## config.mk

```make
export PLATFORM = sky130hd
export DESIGN_NAME = fft_input_buffer
export DESIGN_NICKNAME = d
export VERILOG_FILES = /design/src/rtl/fft_pkg.sv /design/src/rtl/fft_frame_bank.sv /design/src/rtl/fft_input_buffer.sv
export SDC_FILE = /design/constraint.sdc
export NUM_CORES = 1
export LEC_CHECK = 0
export ABC_AREA = 1
export CAP_MARGIN = 20
export CORE_UTILIZATION = 60
export DETAILED_ROUTE_END_ITERATION = 10
export GPL_TIMING_DRIVEN = 0
export PLACE_DENSITY = 0.82
export SYNTH_ARGS = -nofsm -noshare
export SYNTH_HDL_FRONTEND = slang
export SYNTH_SLANG_ARGS = --single-unit
```

## constraint.sdc

```tcl
create_clock -name clk -period 8 [get_ports clk]
set_clock_uncertainty 0.05 [all_clocks]
set_input_delay 1.6 -clock clk [delete_from_list [all_inputs] [get_ports clk]]
set_output_delay 1.6 -clock clk [all_outputs]
set_load 0.05 [all_outputs]
```

## src/rtl/fft_pkg.sv

```systemverilog
// Shared constants and helpers for the 8-point FFT datapath.
package fft_pkg;

   localparam int unsigned FFT_POINTS = 8;
   localparam int unsigned FFT_LOG2   = 3;

   function automatic int unsigned sample_width(input int unsigned n);
      return 32'd1 << n;
   endfunction

   function automatic logic [FFT_LOG2-1:0] bitrev3(input logic [FFT_LOG2-1:0] idx);
      return {idx[0], idx[1], idx[2]};
   endfunction

endpackage

```

## src/rtl/fft_frame_bank.sv

```systemverilog
// One frame bank: 8 complex entries plus a full flag.
// Read ports present the entries in bit-reversed lane order.
module fft_frame_bank
   import fft_pkg::*;
#(
   parameter int unsigned W = 16
) (
   input  logic                  clk,
   input  logic                  rst,
   input  logic                  we_i,
   input  logic [FFT_LOG2-1:0]   widx_i,
   input  logic [W-1:0]          wr_re_i,
   input  logic [W-1:0]          wr_im_i,
   input  logic                  set_full_i,
   input  logic                  clr_full_i,
   output logic                  full_o,
   output logic [FFT_POINTS*W-1:0] rd_re_o,
   output logic [FFT_POINTS*W-1:0] rd_im_o
);

   logic [W-1:0] mem_re_q [FFT_POINTS];
   logic [W-1:0] mem_im_q [FFT_POINTS];
   logic         full_q;

   always_ff @(posedge clk) begin
      if (rst) begin
         for (int unsigned i = 0; i < FFT_POINTS; i++) begin
            mem_re_q[i] <= '0;
            mem_im_q[i] <= '0;
         end
      end else if (we_i) begin
         mem_re_q[widx_i] <= wr_re_i;
         mem_im_q[widx_i] <= wr_im_i;
      end
   end

   // set and clear are mutually exclusive: set needs !full, clear needs full
   always_ff @(posedge clk) begin
      if (rst)             full_q <= 1'b0;
      else if (set_full_i) full_q <= 1'b1;
      else if (clr_full_i) full_q <= 1'b0;
   end

   assign full_o = full_q;

   for (genvar k = 0; k < FFT_POINTS; k++) begin : g_lane
      assign rd_re_o[k*W +: W] = mem_re_q[bitrev3(FFT_LOG2'(k))];
      assign rd_im_o[k*W +: W] = mem_im_q[bitrev3(FFT_LOG2'(k))];
   end

endmodule

```

## src/rtl/fft_input_buffer.sv

```systemverilog
// Ping-pong input stage of the 8-point FFT: collects frames of 8 samples
// and presents each completed frame in bit-reversed order.
module fft_input_buffer
   import fft_pkg::*;
#(
   parameter  int unsigned N = 4,
   localparam int unsigned W = sample_width(N)
) (
   input  logic                    clk,
   input  logic                    rst,
   input  logic                    in_valid,
   output logic                    in_ready,
   input  logic [W-1:0]            in_r,
   input  logic [W-1:0]            in_i,
   output logic                    out_valid,
   input  logic                    out_ready,
   output logic [FFT_POINTS*W-1:0] out_r,
   output logic [FFT_POINTS*W-1:0] out_i
);

   logic                wr_sel_q, wr_sel_d;
   logic                rd_sel_q, rd_sel_d;
   logic [FFT_LOG2-1:0] wr_cnt_q, wr_cnt_d;

   logic [1:0]              bank_we, bank_set, bank_clr, bank_full;
   logic [FFT_POINTS*W-1:0] bank_re [2];
   logic [FFT_POINTS*W-1:0] bank_im [2];

   logic accept, consume;

   assign in_ready  = !bank_full[wr_sel_q];
   assign out_valid = bank_full[rd_sel_q];
   assign accept    = in_valid && in_ready;
   assign consume   = out_valid && out_ready;

   always_comb begin
      wr_sel_d = wr_sel_q;
      wr_cnt_d = wr_cnt_q;
      rd_sel_d = rd_sel_q;
      bank_we  = '0;
      bank_set = '0;
      bank_clr = '0;
      if (accept) begin
         bank_we[wr_sel_q] = 1'b1;
         wr_cnt_d          = wr_cnt_q + 3'd1;
         if (wr_cnt_q == 3'(FFT_POINTS - 1)) begin
            bank_set[wr_sel_q] = 1'b1;
            wr_sel_d           = ~wr_sel_q;
         end
      end
      if (consume) begin
         bank_clr[rd_sel_q] = 1'b1;
         rd_sel_d           = ~rd_sel_q;
      end
   end

   always_ff @(posedge clk) begin
      if (rst) begin
         wr_sel_q <= 1'b0;
         rd_sel_q <= 1'b0;
         wr_cnt_q <= '0;
      end else begin
         wr_sel_q <= wr_sel_d;
         rd_sel_q <= rd_sel_d;
         wr_cnt_q <= wr_cnt_d;
      end
   end

   for (genvar b = 0; b < 2; b++) begin : g_bank
      fft_frame_bank #(.W(W)) u_bank (
         .clk        (clk),
         .rst        (rst),
         .we_i       (bank_we[b]),
         .widx_i     (wr_cnt_q),
         .wr_re_i    (in_r),
         .wr_im_i    (in_i),
         .set_full_i (bank_set[b]),
         .clr_full_i (bank_clr[b]),
         .full_o     (bank_full[b]),
         .rd_re_o    (bank_re[b]),
         .rd_im_o    (bank_im[b])
      );
   end

   assign out_r = bank_re[rd_sel_q];
   assign out_i = bank_im[rd_sel_q];

endmodule

```

==> metrics.csv, run 1 <==
stage;metric;value;unit
hold_path;Hold Crit Start;g_bank[1].u_bank.full_o$_SDFFE_PP0P_;
worst_setup_path;worst path required time;6.35;ns
synthesis;share of synthesized area occupied by flip-flops and latches;0.6982;
synthesis;cell types occupying the most area after synthesis;sky130_fd_sc_hd__edfxtp_1, sky130_fd_sc_hd__nand2_1, sky130_fd_sc_hd__nor3_1, sky130_fd_sc_hd__nor2_1, sky130_fd_sc_hd__clkbuf_1;
die;Core ar.;36520;µm²
timing;final slew viol count;0;
power;PwrDens;221.5;nW/µm²
place;final weighted congestion of routability-driven global placement;0.9429;
global_route;antenna violations before repair;1;
worst_setup_path;CP endpoint;out_r[87];
cells_and_area;# nets final;2488;
detailed_routing;Vias;17820;
timing;Worst Tran Pin Value;1.112;ns
synthesis;cell taking the most area after synthesis;sky130_fd_sc_hd__edfxtp_1;
cts;hold-fix buffers at CTS;0;
power;relative contribution of the clock network to total power;0.366;
timing;headroom to the max-slew limit;0.2585;
worst_setup_path;arrival time at the worst endpoint;3.38;ns
cells_and_area;fraction of final layout cells with drive strength greater than 1;0.08266;
global_route;vias in the first global route;17300;
detailed_routing;drt pass-1 iters;6;
cts;CTS tree;built;
timing;upper clock frequency limit;198.9;MHz
worst_setup_path;Worst Setup Start Kind;flip-flop;
timing;min cycle time layout;5.028;ns
timing;share of the cycle needed by the critical path after routing;0.6285;
synthesis;proportion of netlist area held by the largest area contributor;0.6919;
synthesis;net count after synthesis;2129;
hold_path;type of the tightest min-delay check;flip-flop to flip-flop;
detailed_routing;average via count per standard cell;6.021;
power;peak supply drop;0.0001454;V
synthesis;async set or reset register ratio after synthesis;0;
worst_setup_path;critical path startpoint;rd_sel_q$_SDFFE_PP0P_;
cts;number of levels the H-tree was split into;2;
worst_setup_path;r2r worst-path depth;8;
cts;Clock Path Buffers;3;
detailed_routing;routed wire length;70.55;mm
detailed_routing;DRC violations left;0;
power;switching pwr;1.616;mW
synthesis;count of flip-flops with a built-in enable after synthesis;512;
die;y dimension of the die;194.4;µm
cells_and_area;diode count;0;
worst_setup_path;launch point of the worst reg-to-reg path;wr_cnt_q[2]$_SDFFE_PP0P_;
die;initial standard-cell utilization of the core;0.6084;
synthesis;synth warn;0;
place;port buffer count;292;
synthesis;#FFs+latches synth;519;
global_route;total overflow reported by the global router;0;
worst_setup_path;reg2reg end;g_bank[1].u_bank.mem_im_q[3][6]$_SDFFCE_PN0P_;
worst_setup_path;maximum fanout along the worst path;10;
power;share of total power in combinational logic;0.125;
timing;setup_tns;0;ns
timing;Fin. Hold Viols;0;
worst_setup_path;minimum setup slack among reg-to-reg paths;5.22;ns
die;total I/O pin count;294;
synthesis;synthesized netlist cell count;2091;
place;HPWL reported at the end of detailed placement;48.55;mm
status;run status;completed;
cells_and_area;# fillers;2343;
detailed_routing;violation count after the first detailed-routing iteration;2635;
power;static leakage;11.18;nW
die;Die Wd;194.4;µm
cts;clock-pin slew of the registers on the worst-case setup and hold paths;0.06;ns
timing;number of failing setup endpoints in the final timing report;0;
place;post-detailed-placement cell area;26230;µm²
timing;unrepaired setup endpoints after global routing;false;
power;internal power consumption;4.530;mW
worst_setup_path;category of the critical setup timing path;flip-flop to primary output;
run;max-cap violation count;0;
synthesis;Distinct cells, synth;23;
cts;count of instances resized after the clock tree is built;0;
synthesis;most instantiated cells after synthesis;sky130_fd_sc_hd__nand2_1, sky130_fd_sc_hd__edfxtp_1, sky130_fd_sc_hd__nor3_1;
cts;clock latency on the worst-skew pair;0.57;ns
global_route;global-route wire length before repair;103.1;mm
detailed_routing;routed wire length per instance;23.83;µm
power;switching fraction of total power;0.2629;
synthesis;most frequent cell after synthesis;sky130_fd_sc_hd__nand2_1;
global_route;overall global routing resource usage;0.3731;
global_route;largest net degree at the start of global routing;33;
power;proportion of power drawn by flip-flops and latches;0.509;
die;site row count;70;
die;DIE AREA;37810;µm²
synthesis;leading register cell type out of synthesis;sky130_fd_sc_hd__edfxtp_1;
cts;number of CTS-inserted buffers;50;
cts;buffer cell driving the clock tree root;sky130_fd_sc_hd__clkbuf_16;
worst_setup_path;Critical Path Sink Type;primary output;
cells_and_area;area growth from synthesis to layout;24.86;%
cts;clock sink total;519;
synthesis;netlist area before placement;22220;µm²
cts;number of buffers added for setup after CTS;0;
timing;minimum setup slack in the final design;2.972;ns
power;Power Total;6.146;mW
synthesis;Post-Syn Area per Cell;10.63;µm²
detailed_routing;number of nets with antenna violations after routing;0;
cells_and_area;final instance area;27750;µm²
place;post-placement setup slack;3.106;ns
[stage by stage]
step                  util  std cells  hold WS [ns]
floorplan                -       2091        0.4151
global placement    0.7045       2851        0.4390
detailed placement  0.7181       2866        0.4686
CTS                 0.7597       2960        0.4812
global route        0.7597       2960        0.5140
finish              0.7597       2960        0.5095
[worst min-delay path by stage]
stage | end | slack (ns) | cells after the start
floorplan | g_bank[0].u_bank.full_o$_SDFFE_PP0P_ | 0.42 | 2
global placement | g_bank[0].u_bank.full_o$_SDFFE_PP0P_ | 0.44 | 2
detailed placement | g_bank[1].u_bank.full_o$_SDFFE_PP0P_ | 0.47 | 2
CTS | g_bank[1].u_bank.full_o$_SDFFE_PP0P_ | 0.48 | 2
global route | g_bank[0].u_bank.full_o$_SDFFE_PP0P_ | 0.51 | 2
finish | g_bank[1].u_bank.full_o$_SDFFE_PP0P_ | 0.51 | 2
[power groups by stage]
stage               clock network (mW)  registers, mW  logic (mW)
floorplan                            0           3.18       0.430
global placement                     0           3.19       0.708
detailed placement                   0           3.18       0.751
CTS                               2.22           3.12       0.755
global route                      2.32           3.13       0.787
finish                            2.25           3.13       0.768
[routing by layer]
metal,GRT usage,up-vias,share of wire
li1,-,7690,-
met1,0.4758,8248,0.33
met2,0.5902,1588,0.46
met3,0.09006,293,0.15
met4,0.2108,2,0.064
met5,0,-,0.00014
[placed cells by master, fill, tap and decap left out]
| cell | instances |
|---|---|
| sky130_fd_sc_hd__nand2_2 | 1 |
| sky130_fd_sc_hd__buf_16 | 14 |
| sky130_fd_sc_hd__clkbuf_1 | 99 |
| sky130_fd_sc_hd__o21ai_4 | 8 |
| sky130_fd_sc_hd__a21oi_1 | 4 |
| sky130_fd_sc_hd__buf_4 | 8 |
| sky130_fd_sc_hd__nand3_1 | 10 |
| sky130_fd_sc_hd__inv_2 | 4 |
| sky130_fd_sc_hd__and2_1 | 1 |
| sky130_fd_sc_hd__nand3_4 | 1 |
| sky130_fd_sc_hd__nand4_1 | 6 |
| sky130_fd_sc_hd__nand2_4 | 8 |
| sky130_fd_sc_hd__buf_1 | 6 |
| sky130_fd_sc_hd__edfxtp_1 | 512 |
| sky130_fd_sc_hd__clkinv_1 | 16 |
| sky130_fd_sc_hd__bufinv_16 | 1 |
| sky130_fd_sc_hd__clkinv_2 | 9 |
| sky130_fd_sc_hd__nor2_1 | 237 |
| sky130_fd_sc_hd__inv_1 | 49 |
| sky130_fd_sc_hd__ha_1 | 2 |
| sky130_fd_sc_hd__clkdlybuf4s50_1 | 292 |
| sky130_fd_sc_hd__nor2_2 | 22 |
| sky130_fd_sc_hd__nand2_1 | 786 |
| sky130_fd_sc_hd__buf_12 | 1 |
| sky130_fd_sc_hd__buf_2 | 51 |
| sky130_fd_sc_hd__buf_6 | 24 |
| sky130_fd_sc_hd__dfxtp_1 | 7 |
| sky130_fd_sc_hd__nor2_8 | 1 |
| sky130_fd_sc_hd__clkbuf_16 | 53 |
| sky130_fd_sc_hd__o21ai_0 | 3 |
| sky130_fd_sc_hd__nor3_1 | 256 |
[kinds of logic (layout without fill, tap and decap cells)]
group | Yosys count | in the layout | synth area share
AO/OA/AOI/OAI | 15 | 15 | 0.003378
AND/OR/NAND/NOR | 1329 | 1329 | 0.2468
buffers and inverters | 226 | 627 | 0.05051
flip-flops | 519 | 519 | 0.6982
adder cells (fa/ha/maj) | 2 | 2 | 0.001126
[layout make-up]
cell class / count / area (µm²) / share of cell area
Buffer: 172 / 919.6 / 0.03315
Clock buffer: 69 / 1386 / 0.04997
Clock inverter: 25 / 131.4 / 0.004735
Inverter: 54 / 202.7 / 0.007305
Multi-Input combinational cell: 1346 / 5677 / 0.2046
Sequential cell: 519 / 15510 / 0.5592
Tap cell: 468 / 585.6 / 0.02110
Timing Repair Buffer: 307 / 3328 / 0.1200
[registers in the layout, indices dropped and copies added, names as in the netlist]
register	flops
g_bank.u_bank.mem_im_q	256
g_bank.u_bank.mem_re_q	256
wr_cnt_q	3
g_bank.u_bank.full_o	2
rd_sel_q	1
wr_sel_q	1
[worst max-delay path: stages, from the launching register on]
cell                              delay [ns]
sky130_fd_sc_hd__dfxtp_1                0.31
sky130_fd_sc_hd__buf_2                  0.19
sky130_fd_sc_hd__clkinv_1               0.14
sky130_fd_sc_hd__clkbuf_1               0.69
sky130_fd_sc_hd__buf_2                  0.36
sky130_fd_sc_hd__nand2_1                0.10
sky130_fd_sc_hd__nand2_1                0.17
sky130_fd_sc_hd__clkdlybuf4s50_1        0.84
(Power assumes the default switching activity.)
==> run 2, diff against run 1 <==
CORE_UTILIZATION = 55   (was 60)
PLACE_DENSITY = 0.76   (was 0.82)
clock period = 4.9 ns   (was 8 ns; I/O delays follow)
==> run 2 against run 1 <==
Net effect:
- worst hold slack lost 0.026 ns
- combinational power grew 63%
- clock power grew 68%
==> metrics.csv, run 2 (synthesized netlist as in run 1, its figures left out) <==
stage;metric;value;unit
die;Core ar.;39820;µm²
detailed_routing;routed wire length per instance;23.66;µm
die;total I/O pin count;294;
power;Power Total;10.13;mW
cts;clock sink total;519;
cells_and_area;# fillers;2872;
detailed_routing;sum of met2 wire segment lengths after detailed routing;32.72;mm
global_route;antenna violations before repair;2;
run;max-cap violation count;0;
die;initial standard-cell utilization of the core;0.5580;
cells_and_area;commonest non-fill, non-tap cells in the layout;sky130_fd_sc_hd__nand2_1, sky130_fd_sc_hd__edfxtp_1, sky130_fd_sc_hd__clkdlybuf4s50_1;
place;final weighted congestion of routability-driven global placement;0.9291;
worst_setup_path;Critical Path Sink Type;primary output;
timing;final slew viol count;0;
detailed_routing;Vias;17620;
detailed_routing;highest routed layer;met5;
timing;min cycle time layout;4.398;ns
detailed_routing;average via count per standard cell;5.846;
power;PwrDens;364.1;nW/µm²
cells_and_area;area growth from synthesis to layout;25.23;%
detailed_routing;violation count after the first detailed-routing iteration;2549;
cells_and_area;multi-input logic area;5679;µm²
cells_and_area;Sequential Area;15510;µm²
cts;count of instances resized after the clock tree is built;0;
worst_setup_path;Worst Setup Start Kind;flip-flop;
power;static leakage;11.18;nW
worst_setup_path;maximum fanout along the worst path;10;
cts;Clock Path Buffers;3;
status;run status;completed;
place;HPWL reported at the end of detailed placement;49.65;mm
die;site row count;73;
cells_and_area;# nets final;2489;
global_route;overall global routing resource usage;0.3464;
cts;number of buffers added for setup after CTS;0;
power;peak supply drop;0.0002922;V
die;DIE AREA;41210;µm²
cts;buffer cell driving the clock tree root;sky130_fd_sc_hd__clkbuf_16;
die;y dimension of the die;203.0;µm
global_route;largest net degree at the start of global routing;33;
detailed_routing;routed length on met1;25.01;mm
detailed_routing;drt pass-1 iters;6;
timing;worst hold slack after final layout;0.4837;ns
worst_setup_path;arrival time at the worst endpoint;3.37;ns
detailed_routing;met3 WL post-DR;9.848;mm
cts;CTS tree;built;
die;Die Wd;203.0;µm
detailed_routing;number of nets with antenna violations after routing;0;
cells_and_area;Largest regs;g_bank.u_bank.mem_im_q (256), g_bank.u_bank.mem_re_q (256), wr_cnt_q (3);
place;port buffer count;292;
timing;minimum setup slack in the final design;0.5022;ns
cts;number of levels the H-tree was split into;2;
timing;upper clock frequency limit;227.4;MHz
timing;number of failing setup endpoints in the final timing report;0;
cells_and_area;fraction of final layout cells with drive strength greater than 1;0.08280;
place;post-placement setup slack;0.5593;ns
timing;headroom to the max-slew limit;0.2899;
worst_setup_path;category of the critical setup timing path;flip-flop to primary output;
timing;Fin. Hold Viols;0;
detailed_routing;DRC violations left;0;
global_route;vias in the first global route;16770;
cts;clock latency on the worst-skew pair;0.59;ns
worst_setup_path;worst path required time;3.87;ns
cts;clock-pin slew of the registers on the worst-case setup and hold paths;0.06;ns
cts;number of CTS-inserted buffers;52;
timing;unrepaired setup endpoints after global routing;false;
cts;hold-fix buffers at CTS;0;
global_route;total overflow reported by the global router;0;
cells_and_area;most common cell after layout, fill and taps aside;sky130_fd_sc_hd__nand2_1;
global_route;global-route wire length before repair;102.7;mm
hold_path;type of the tightest min-delay check;flip-flop to flip-flop;
timing;share of the cycle needed by the critical path after routing;0.8975;
detailed_routing;routed wire length;71.32;mm
timing;Worst Tran Pin Value;1.065;ns
## run 2: cell count changes in the layout (fill, tap and decap cells not counted), sizes merged
cell,delta
clkinv,-6
bufinv,+2
buf,-1
clkbuf,-1
clkinvlp,+1
diode,+1
inv,+1
## run 2: layout make-up
type | count | area share
diodes | 1 | 0.00008993
clock inverters | 23 | 0.006475
well taps | 525 | 0.02361
clock buffers | 68 | 0.04969
multi-input cells | 1346 | 0.2041
plain buffers | 172 | 0.03305
inverters | 54 | 0.007284
flip-flops and latches | 519 | 0.5576
repair buffers | 306 | 0.1182
## run 2: worst paths after layout
path         slack, ns  depth (start not counted)                                             end                                 start
min reg2reg       0.48                          2            g_bank[0].u_bank.full_o$_SDFFE_PP0P_  g_bank[0].u_bank.full_o$_SDFFE_PP0P_
max               0.50                          7                                       out_i[63]                 rd_sel_q$_SDFFE_PP0P_
min               0.48                          2            g_bank[0].u_bank.full_o$_SDFFE_PP0P_  g_bank[0].u_bank.full_o$_SDFFE_PP0P_
max reg2reg       2.17                          8  g_bank[1].u_bank.mem_re_q[2][12]$_SDFFCE_PN0P_              wr_cnt_q[0]$_SDFFE_PP0P_
## run 2: critical path: stages (launching register included)
cell and delay, ns:
sky130_fd_sc_hd__dfxtp_1 0.30, sky130_fd_sc_hd__buf_2 0.19, sky130_fd_sc_hd__clkinv_1 0.17, sky130_fd_sc_hd__clkbuf_1 0.63
sky130_fd_sc_hd__buf_2 0.36, sky130_fd_sc_hd__nand2_1 0.08, sky130_fd_sc_hd__nand2_1 0.17, sky130_fd_sc_hd__clkdlybuf4s50_1 0.86
## run 2: where the power goes
part           total [mW]  internal (mW)  switching, mW  leakage (nW)
combinational        1.25          0.319          0.933          5.07
clock                3.78           2.13           1.65         0.758
sequential           5.10           5.05         0.0518          5.36
## run 2: per-stage QoR
| step | TNS [ns] | instances | cell area [µm²] | util |
|---|---|---|---|---|
| floorplan | 0 | 2091 | 22220 | - |
| global placement | -329.00 | 2908 | 25800 | 0.6479 |
| detailed placement | 0 | 2922 | 26260 | 0.6595 |
| CTS | 0 | 3013 | 27820 | 0.6987 |
| global route | 0 | 3013 | 27820 | 0.6987 |
| finish | 0 | 3014 | 27830 | 0.6988 |
## run 2: per-layer routing
layer  track usage  vias to the layer above
met2        0.5411                     1413
met1        0.4554                     8285
met3       0.07721                      241
met5             0                        -
li1              -                     7677
met4        0.1837                        4
==> run 3, diff against run 2 <==
HOLD_SLACK_MARGIN = 0.1   (was not set)
==> results of run 3 <==
Final layout, timing and power as in run 2 (identical DEF).
